[src/rtl/famicom_pkg.sv]
// Shared limits, defaults and key-code helper for the Famicom pad serializer.
package famicom_pkg;

   localparam int PADS_MIN      = 1;
   localparam int PADS_MAX      = 4;
   localparam int BITS_MIN      = 8;
   localparam int BITS_MAX      = 16;
   localparam int TURBO_DIV_MIN = 1;
   localparam int TURBO_DIV_MAX = 255;

   localparam logic FILL_DEFAULT = 1'b0;

   // Key codes are sent MSB first while pad bits go out LSB first.
   function automatic logic [7:0] bit_rev8(input logic [7:0] v);
      logic [7:0] r;
      for (int i = 0; i < 8; i++) r[i] = v[7-i];
      return r;
   endfunction

endpackage

[src/rtl/famicom_sync_edge.sv]
// Two-flop synchroniser with a third registered copy for rise/fall detection.
module famicom_sync_edge (
   input  logic clk_sys,
   input  logic reset_n,
   input  logic async_in,
   output logic level,
   output logic rise,
   output logic fall
);

   logic [2:0] sync_q;

   always_ff @(posedge clk_sys or negedge reset_n) begin
      if (!reset_n) sync_q <= '0;
      else          sync_q <= {sync_q[1:0], async_in};
   end

   assign level = sync_q[1];
   assign rise  = sync_q[1] & ~sync_q[2];
   assign fall  = ~sync_q[1] & sync_q[2];

endmodule

[src/rtl/famicom_pad_serializer.sv]
// Emulates Famicom pad shift registers for the Gigatron latch/pulse interface.
// Optional turbo buttons are compiled in with FAMICOM_TURBO_EN.
module famicom_pad_serializer
   import famicom_pkg::*;
#(
   parameter int   NUM_PADS  = 1,
   parameter int   BITS      = 8,
   parameter int   CHAIN     = 0,
   parameter logic FILL_BIT  = FILL_DEFAULT,
   parameter int   TURBO_DIV = 4
) (
   input  logic                                   clk_sys,
   input  logic                                   reset_n,
   input  logic                                   famicom_latch,
   input  logic                                   famicom_pulse,
   input  logic [NUM_PADS*BITS-1:0]               joy_in,
   input  logic [7:0]                             kbd_ascii,
   input  logic [NUM_PADS*BITS-1:0]               turbo_mask,
   output logic [NUM_PADS-1:0]                    famicom_data,
   output logic [$clog2(NUM_PADS*BITS+1)-1:0]     bit_count
);

   localparam int TOTAL = NUM_PADS * BITS;
   localparam int CW    = $clog2(TOTAL + 1);
   localparam logic [CW-1:0] SAT = (CHAIN != 0) ? CW'(TOTAL) : CW'(BITS);

   if (NUM_PADS < PADS_MIN || NUM_PADS > PADS_MAX) begin : g_bad_pads
      $error("famicom_pad_serializer: NUM_PADS out of range");
   end
   if (BITS < BITS_MIN || BITS > BITS_MAX) begin : g_bad_bits
      $error("famicom_pad_serializer: BITS out of range");
   end
   if (TURBO_DIV < TURBO_DIV_MIN || TURBO_DIV > TURBO_DIV_MAX) begin : g_bad_div
      $error("famicom_pad_serializer: TURBO_DIV out of range");
   end

   logic latch_lvl, latch_rise, latch_fall;
   logic pulse_lvl, pulse_rise, pulse_fall;

   famicom_sync_edge u_sync_latch (
      .clk_sys  (clk_sys),
      .reset_n  (reset_n),
      .async_in (famicom_latch),
      .level    (latch_lvl),
      .rise     (latch_rise),
      .fall     (latch_fall)
   );

   famicom_sync_edge u_sync_pulse (
      .clk_sys  (clk_sys),
      .reset_n  (reset_n),
      .async_in (famicom_pulse),
      .level    (pulse_lvl),
      .rise     (pulse_rise),
      .fall     (pulse_fall)
   );

   logic turbo_phase;

`ifdef FAMICOM_TURBO_EN
   logic [7:0] turbo_cnt;

   always_ff @(posedge clk_sys or negedge reset_n) begin
      if (!reset_n) begin
         turbo_cnt   <= '0;
         turbo_phase <= 1'b0;
      end else if (latch_fall) begin
         if (turbo_cnt == 8'(TURBO_DIV - 1)) begin
            turbo_cnt   <= '0;
            turbo_phase <= ~turbo_phase;
         end else begin
            turbo_cnt <= turbo_cnt + 8'd1;
         end
      end
   end

   logic unused_edges;
   assign unused_edges = ^{latch_rise, pulse_lvl, pulse_fall};
`else
   assign turbo_phase = 1'b0;

   logic unused_edges;
   assign unused_edges = ^{latch_rise, latch_fall, pulse_lvl, pulse_fall, turbo_mask, turbo_phase};
`endif

   logic [TOTAL-1:0] sreg, load_word, shift_word;
   logic [BITS-1:0]  pad0_mask;
   logic             armed;

   always_comb begin
      pad0_mask      = '1;
      pad0_mask[7:0] = bit_rev8(kbd_ascii);
      load_word      = '0;
      for (int p = 0; p < NUM_PADS; p++) begin
         for (int i = 0; i < BITS; i++) begin
            logic pressed;
            pressed = joy_in[p*BITS + i];
`ifdef FAMICOM_TURBO_EN
            if (turbo_phase && turbo_mask[p*BITS + i]) pressed = 1'b0;
`endif
            load_word[p*BITS + i] = ~pressed & ((p == 0) ? pad0_mask[i] : 1'b1);
         end
      end
   end

   always_comb begin
      shift_word = {TOTAL{FILL_BIT}};
      if (CHAIN != 0) begin
         shift_word = {FILL_BIT, sreg[TOTAL-1:1]};
      end else begin
         for (int p = 0; p < NUM_PADS; p++)
            shift_word[p*BITS +: BITS] = {FILL_BIT, sreg[p*BITS + 1 +: BITS - 1]};
      end
   end

   // armed is cleared by reset so stray pulses cannot shift until a fresh latch.
   always_ff @(posedge clk_sys or negedge reset_n) begin
      if (!reset_n) begin
         sreg      <= {TOTAL{FILL_BIT}};
         bit_count <= '0;
         armed     <= 1'b0;
      end else if (latch_lvl) begin
         sreg      <= load_word;
         bit_count <= '0;
         armed     <= 1'b1;
      end else if (pulse_rise && armed) begin
         sreg <= shift_word;
         if (bit_count != SAT) bit_count <= bit_count + CW'(1);
      end
   end

   always_comb begin
      famicom_data = {NUM_PADS{FILL_BIT}};
      if (CHAIN != 0) begin
         famicom_data[0] = sreg[0];
      end else begin
         for (int p = 0; p < NUM_PADS; p++) famicom_data[p] = sreg[p*BITS];
      end
   end

endmodule

[config.mk]
export PLATFORM = sky130hd
export DESIGN_NAME = famicom_pad_serializer
export DESIGN_NICKNAME = d
export VERILOG_FILES = /design/src/rtl/famicom_pkg.sv /design/src/rtl/famicom_sync_edge.sv /design/src/rtl/famicom_pad_serializer.sv
export SDC_FILE = /design/constraint.sdc
export NUM_CORES = 1
export LEC_CHECK = 0
export BUFFER_PORTS_ARGS = -buffer_cell sky130_fd_sc_hd__buf_4
export CAP_MARGIN = 10
export CELL_PAD_IN_SITES_DETAIL_PLACEMENT = 0
export CELL_PAD_IN_SITES_GLOBAL_PLACEMENT = 1
export CORE_UTILIZATION = 37
export DETAILED_ROUTE_END_ITERATION = 10
export GPL_TIMING_DRIVEN = 0
export PLACE_DENSITY = 0.8
export SLEW_MARGIN = 20
export SYNTH_ARGS = -nofsm -noshare
export SYNTH_HDL_FRONTEND = slang
export SYNTH_SLANG_ARGS = --single-unit
[constraint.sdc]
create_clock -name clk_sys -period 2.1 [get_ports clk_sys]
set_clock_uncertainty 0.1 [all_clocks]
set_input_delay 0.105 -clock clk_sys [delete_from_list [all_inputs] [get_ports clk_sys]]
set_output_delay 0.105 -clock clk_sys [all_outputs]
set_load 0.01 [all_outputs]
==> results of run 1 <==
synth_stat cells:
master    instances
a21oi_1           2
or3_1             1
o22ai_1           6
mux2i_1           9
nand3_1           1
buf_6             1
inv_1             3
nand3b_1          2
nand2b_1          2
nand3b_4          1
nor2_1            3
dfrtp_1          18
mux2_2            1
nand2_1           7
o21ai_0           3
or2_2             1
a31oi_1           1
ha_1              2
clkbuf_1          2
nand4b_1          1
per-layer routing:
metal  share of wire [%]  GRT usage [%]  vias up
met4                0.49           3.33        0
met3                 3.4           3.33        2
met1                  45           19.7      317
met5                   0              0        -
met2                  51           26.5       15
li1                    -              -      329
path summary, 6_finish.rpt:
path / slack [ns] / endpoint / cells after the start / start
setup reg to reg: 0.27 / sreg[1] / 4 / u_sync_latch.sync_q[1]
hold reg to reg: 0.27 / u_sync_pulse.sync_q[1] / 0 / u_sync_pulse.sync_q[0]
max in group asynchronous: 1.60 / u_sync_pulse.sync_q[0] / 2 / reset_n
setup / recovery: 0.27 / sreg[1] / 4 / u_sync_latch.sync_q[1]
hold / removal: 0.11 / sreg[5] / 2 / reset_n
min in group clk_sys: 0.27 / u_sync_pulse.sync_q[1] / 0 / u_sync_pulse.sync_q[0]
worst max-delay path, cell delays in order (launching register included):
cell	delay (ns)
dfrtp_1	0.40
clkbuf_1	0.40
nand2_1	0.09
o22ai_1	0.18
dlygate4sd3_1	0.59
flip-flops by register name, indices dropped and copies added (netlist names):
name                 count
u_sync_pulse.sync_q      3
u_sync_latch.sync_q      2
bit_count                4
armed                    1
sreg                     8
power groups by stage:
| stage | Sequential [uW] | Combinational (uW) | Clock, uW |
|---|---|---|---|
| after floorplan | 387 | 43.7 | 0 |
| after global placement | 387 | 91.2 | 0 |
| after detailed placement | 388 | 93.0 | 0 |
| after CTS | 381 | 126 | 215 |
| after global routing | 384 | 139 | 231 |
| final | 381 | 127 | 212 |
cells by family after synthesis:
logic type / Yosys count
buffers and inverters: 6
multiplexers: 10
adder cells (fa/ha/maj): 2
AND/OR/NAND/NOR: 19
flip-flops: 18
AO/OA/AOI/OAI: 12
metrics by stage:
stage | cell area, um2 | utilization, %
finish | 1230 | 61.9
CTS | 1230 | 61.9
detailed placement | 1000 | 50.5
global route | 1230 | 61.9
floorplan | 787 | -
global placement | 1000 | 50.5
cell type report:
type                            instances  area share, %
Buffer                                  3           1.53
Multi-Input combinational cell         43           25.0
Tap cell                               27           2.75
Clock buffer                            4           2.96
Inverter                                3          0.917
Timing Repair Buffer                   43           30.2
Sequential cell                        18           36.7
==> flow_summary.json, run 1 <==
{
  "outcome": "finished clean",
  "gp_congestion": 0.750,
  "fmax_mhz": 548,
  "rsz0062_at_grt": "no",
  "cts_root_buffer": "clkbuf_4",
  "clkSinkCount": 18,
  "postCtsSetupBuffers": 0,
  "p_sw_uw": 166,
  "clkLatencyLatePin_ns": 0.28,
  "antenna_found_initial": 0,
  "crit_arrival_ns": 1.95,
  "die_w_um": 48.1,
  "cts_tree": "yes",
  "synth.distinct_cells": 20,
  "dieArea_um2": 2320,
  "place.port_buffers": 24,
  "path_class": "flop to flop",
  "n_fill_cell": 173,
  "synth_area_per_cell_um2": 11.7,
  "cts-hold-fix-buffers": 19,
  "final_common_cell": "buf_4",
  "tightest_slew_ns": 0.477,
  "start_util_pct": 39.7,
  "gr-total-overflow": 0,
  "via_per_inst": 4.70,
  "seq_area_frac_synth_pct": 57.2,
  "area_growth_pct": 56.0,
  "vias": 663,
  "hpwl_mm": 1.02,
  "synth_top_family_by_area": "simple AND/OR/NAND/NOR gates",
  "drtIter0Drc": 6,
  "synth_simple_gate_area_share_pct": 14.1,
  "synth_nets": 97,
  "max_slew_margin_pct": 68.2,
  "die_h_um": 48.1,
  "ys_ff_latch": 18,
  "worstPathRequired_ns": 2.23,
  "top_level_ports": 33,
  "drtAntennaViolNets": 0,
  "htreeDepth": 1,
  "combPwrFrac_pct": 17.6,
  "seqPwrFrac_pct": 52.9,
  "path_clk_slew_ns": 0.10,
  "synthMuxAreaShare_pct": 12.9,
  "setup_viol": 0,
  "finalCriticalPeriod_ns": 1.83,
  "clockBufferDepth": 2,
  "layout_common_cells": "buf_4, dlygate4sd3_1, dfrtp_1",
  "diodes": 0,
  "row_count": 16,
  "drive_gt1_share_pct": 28.1,
  "seqCellArea_um2": 450,
  "power.density_nw_per_um2": 586,
  "multiInputGateArea_um2": 307,
  "synthXorXnorAreaFrac_pct": 0,
  "fin_crit_sh_pct": 87.0,
  "cts_resized": 0,
  "synthAdderAreaFrac_pct": 3.18,
  "hp-class": "input port to async pin",
  "finalPower_uw": 720,
  "p_leak_uw": 0.000604,
  "grt_pass1_vias": 557,
  "synth-compound-area-share_pct": 8.74,
  "dpl_worst_slack_ns": 0.516,
  "place_inst": 118,
  "track_usage_pct": 15.3,
  "grt_pass1_wl_mm": 2.44,
  "drtPass1Iterations": 4,
  "core-area_um2": 1980,
  "holdWs_ns": 0.105,
  "grt_max_degree": 19,
  "num-nets-final": 145,
  "wirelength_mm": 1.64,
  "wl_per_cell_um": 11.6,
  "syn_area_um2": 787,
  "ys_warn_count": 0,
  "cts_buffers": 3,
  "start_kind": "flop",
  "swShare_pct": 23.0,
  "slew_violations": 0,
  "synth.top_cell.area_share_pct": 57.2,
  "drcViolationCount": 0,
  "tns_ns": 0,
  "end_kind": "flop",
  "hold_viol_final": 0,
  "p_int_uw": 554,
  "crit_fanout": 10,
  "synthCells": 67,
  "yosys.area.top_type": "dfrtp_1",
  "clockPowerShare_pct": 29.4,
  "max-vdd-ir-drop_mv": 0.381,
  "max_cap_viol_count": 0,
  "fin_cells": 141,
  "layout_setup_ws_ns": 0.274,
  "synthTopCellsByArea": "dfrtp_1, mux2i_1, o22ai_1, nand2_1, ha_1"
}
Power figures use the tool's default switching activity.
==> run 2: changes to the inputs <==
--- a/config.mk
+++ b/config.mk
@@ -12,8 +12,9 @@
 export CORE_UTILIZATION = 37
 export DETAILED_ROUTE_END_ITERATION = 10
 export GPL_TIMING_DRIVEN = 0
-export PLACE_DENSITY = 0.8
+export PLACE_DENSITY = 0.79
 export SLEW_MARGIN = 20
 export SYNTH_ARGS = -nofsm -noshare
 export SYNTH_HDL_FRONTEND = slang
+export SYNTH_HIERARCHICAL = 1
 export SYNTH_SLANG_ARGS = --single-unit
==> run 2 against run 1 <==
Effect of this change: die area is 1.5% lower; synthesized cell count is 1.5% higher; core utilization is 0.71 points lower; via count is 4.7% lower; cell count stayed put; global-route usage is 0.24 points lower; flip-flop and latch count stayed put.
==> flow_summary.json, run 2 <==
{
  "crit_arrival_ns": 1.92,
  "synthCells": 68,
  "cts_root_buffer": "clkbuf_4",
  "p_int_uw": 515,
  "setup_viol": 0,
  "holdWs_ns": 0.120,
  "layout_common_cells": "buf_4, dlygate4sd3_1, dfrtp_1",
  "wirelength_mm": 1.50,
  "num-nets-final": 146,
  "fin_crit_sh_pct": 88.4,
  "grt_pass1_wl_mm": 2.39,
  "row_count": 16,
  "p_sw_uw": 152,
  "die_h_um": 47.8,
  "reg2reg_slack_ns": 0.24,
  "path_clk_slew_ns": 0.09,
  "end_kind": "flop",
  "ff2ff_path_depth": 6,
  "seqPwrFrac_pct": 56.7,
  "power.density_nw_per_um2": 556,
  "placed_cell_area_um2": 988,
  "postCtsSetupBuffers": 0,
  "worstPathRequired_ns": 2.17,
  "cts_resized": 0,
  "via_per_inst": 4.48,
  "largest_register_ffs": 8,
  "fin_cells": 141,
  "dieArea_um2": 2280,
  "finalCriticalPeriod_ns": 1.86,
  "hold_viol_final": 0,
  "timing.rr.end": "sreg[2]",
  "outcome": "finished clean",
  "die_w_um": 47.8,
  "clkLatencyLatePin_ns": 0.28,
  "stdcell_area_um2": 1200,
  "start_kind": "flop",
  "gr-total-overflow": 0,
  "drtPass1Iterations": 4,
  "syn_area_um2": 774,
  "max_slew_margin_pct": 70.7,
  "hp-class": "input port to async pin",
  "max-vdd-ir-drop_mv": 0.370,
  "drtIter0Drc": 5,
  "final_common_cell": "buf_4",
  "area_growth_pct": 55.1,
  "gp_congestion": 0.772,
  "tightest_slew_ns": 0.440,
  "p_leak_uw": 0.000598,
  "max_cap_viol_count": 0,
  "path_class": "flop to flop",
  "combPwrFrac_pct": 19.1,
  "grt_max_degree": 19,
  "ys_warn_count": 6,
  "clkSinkCount": 18,
  "place.port_buffers": 24,
  "clockBufferDepth": 2,
  "hpwl_um": 971,
  "top_regs": "sreg x8, bit_count x4, u_sync_pulse/sync_q x3",
  "fmax_mhz": 539,
  "cts_buffers": 3,
  "synth_nets": 98,
  "start_util_pct": 39.5,
  "synth_area_per_cell_um2": 11.4,
  "place_inst": 119,
  "top_register": "sreg",
  "clockPowerShare_pct": 24.1,
  "swShare_pct": 22.8,
  "slew_violations": 0,
  "diodes": 0,
  "cts_tree": "yes",
  "rsz0062_at_grt": "no",
  "vias": 632,
  "reg2reg_from": "u_sync_pulse/sync_q[1]",
  "tns_ns": 0,
  "core-area_um2": 1960,
  "antenna_found_initial": 0,
  "drive_gt1_share_pct": 28.1,
  "htreeDepth": 1,
  "drcViolationCount": 0,
  "cts-hold-fix-buffers": 19,
  "wl_per_cell_um": 10.6,
  "drtAntennaViolNets": 0,
  "crit_fanout": 10,
  "top_level_ports": 33,
  "grt_pass1_vias": 593,
  "track_usage_pct": 15.1
}
run 2: worst max-delay path by stage:
stage	start	endpoint	slack (ns)
floorplan	bit_count[0]	bit_count[0]	0.58
global placement	bit_count[0]	bit_count[0]	0.54
detailed placement	bit_count[0]	bit_count[0]	0.51
CTS	u_sync_pulse/sync_q[1]	sreg[5]	0.25
global route	u_sync_pulse/sync_q[1]	sreg[6]	0.13
finish	u_sync_pulse/sync_q[1]	sreg[2]	0.24
run 2: cell type report:
cell class                      instances  area, um2
Buffer                                  3       20.0
Clock buffer                            3       22.5
Fill cell                             184        761
Inverter                                3       11.3
Multi-Input combinational cell         44        293
Sequential cell                        18        450
Tap cell                               27       33.8
Timing Repair Buffer                   43        370
run 2: power groups by stage:
stage	Clock (uW)	Combinational [uW]	Sequential, uW
after CTS	173	128	380
after global routing	184	140	382
after detailed placement	0	93.1	387
after floorplan	0	43.9	386
final	161	128	379
after global placement	0	92.2	386
run 2: worst max-delay path, stage by stage, from the launching register on:
cell	delay [ns]
dfrtp_1	0.38
nor2b_1	0.15
nand2_2	0.08
buf_6	0.15
mux2i_1	0.19
o22ai_1	0.10
dlygate4sd3_1	0.59
run 2: layer usage:
layer | vias up | routed length, um | track usage (%)
li1 | 326 | - | -
met3 | 2 | 31 | 2.26
met5 | - | 0 | 0
met4 | 0 | 21 | 5.00
met1 | 291 | 678 | 19.8
met2 | 13 | 768 | 25.4
run 2: metrics by stage:
stage                     util (%)  setup slack [ns]  power, uW
after global placement        50.4             0.537        478
after CTS                     61.2             0.253        681
after floorplan                  -             0.583        430
after detailed placement      50.4             0.507        480
after global routing          61.2             0.130        707
final                         61.2             0.243        668
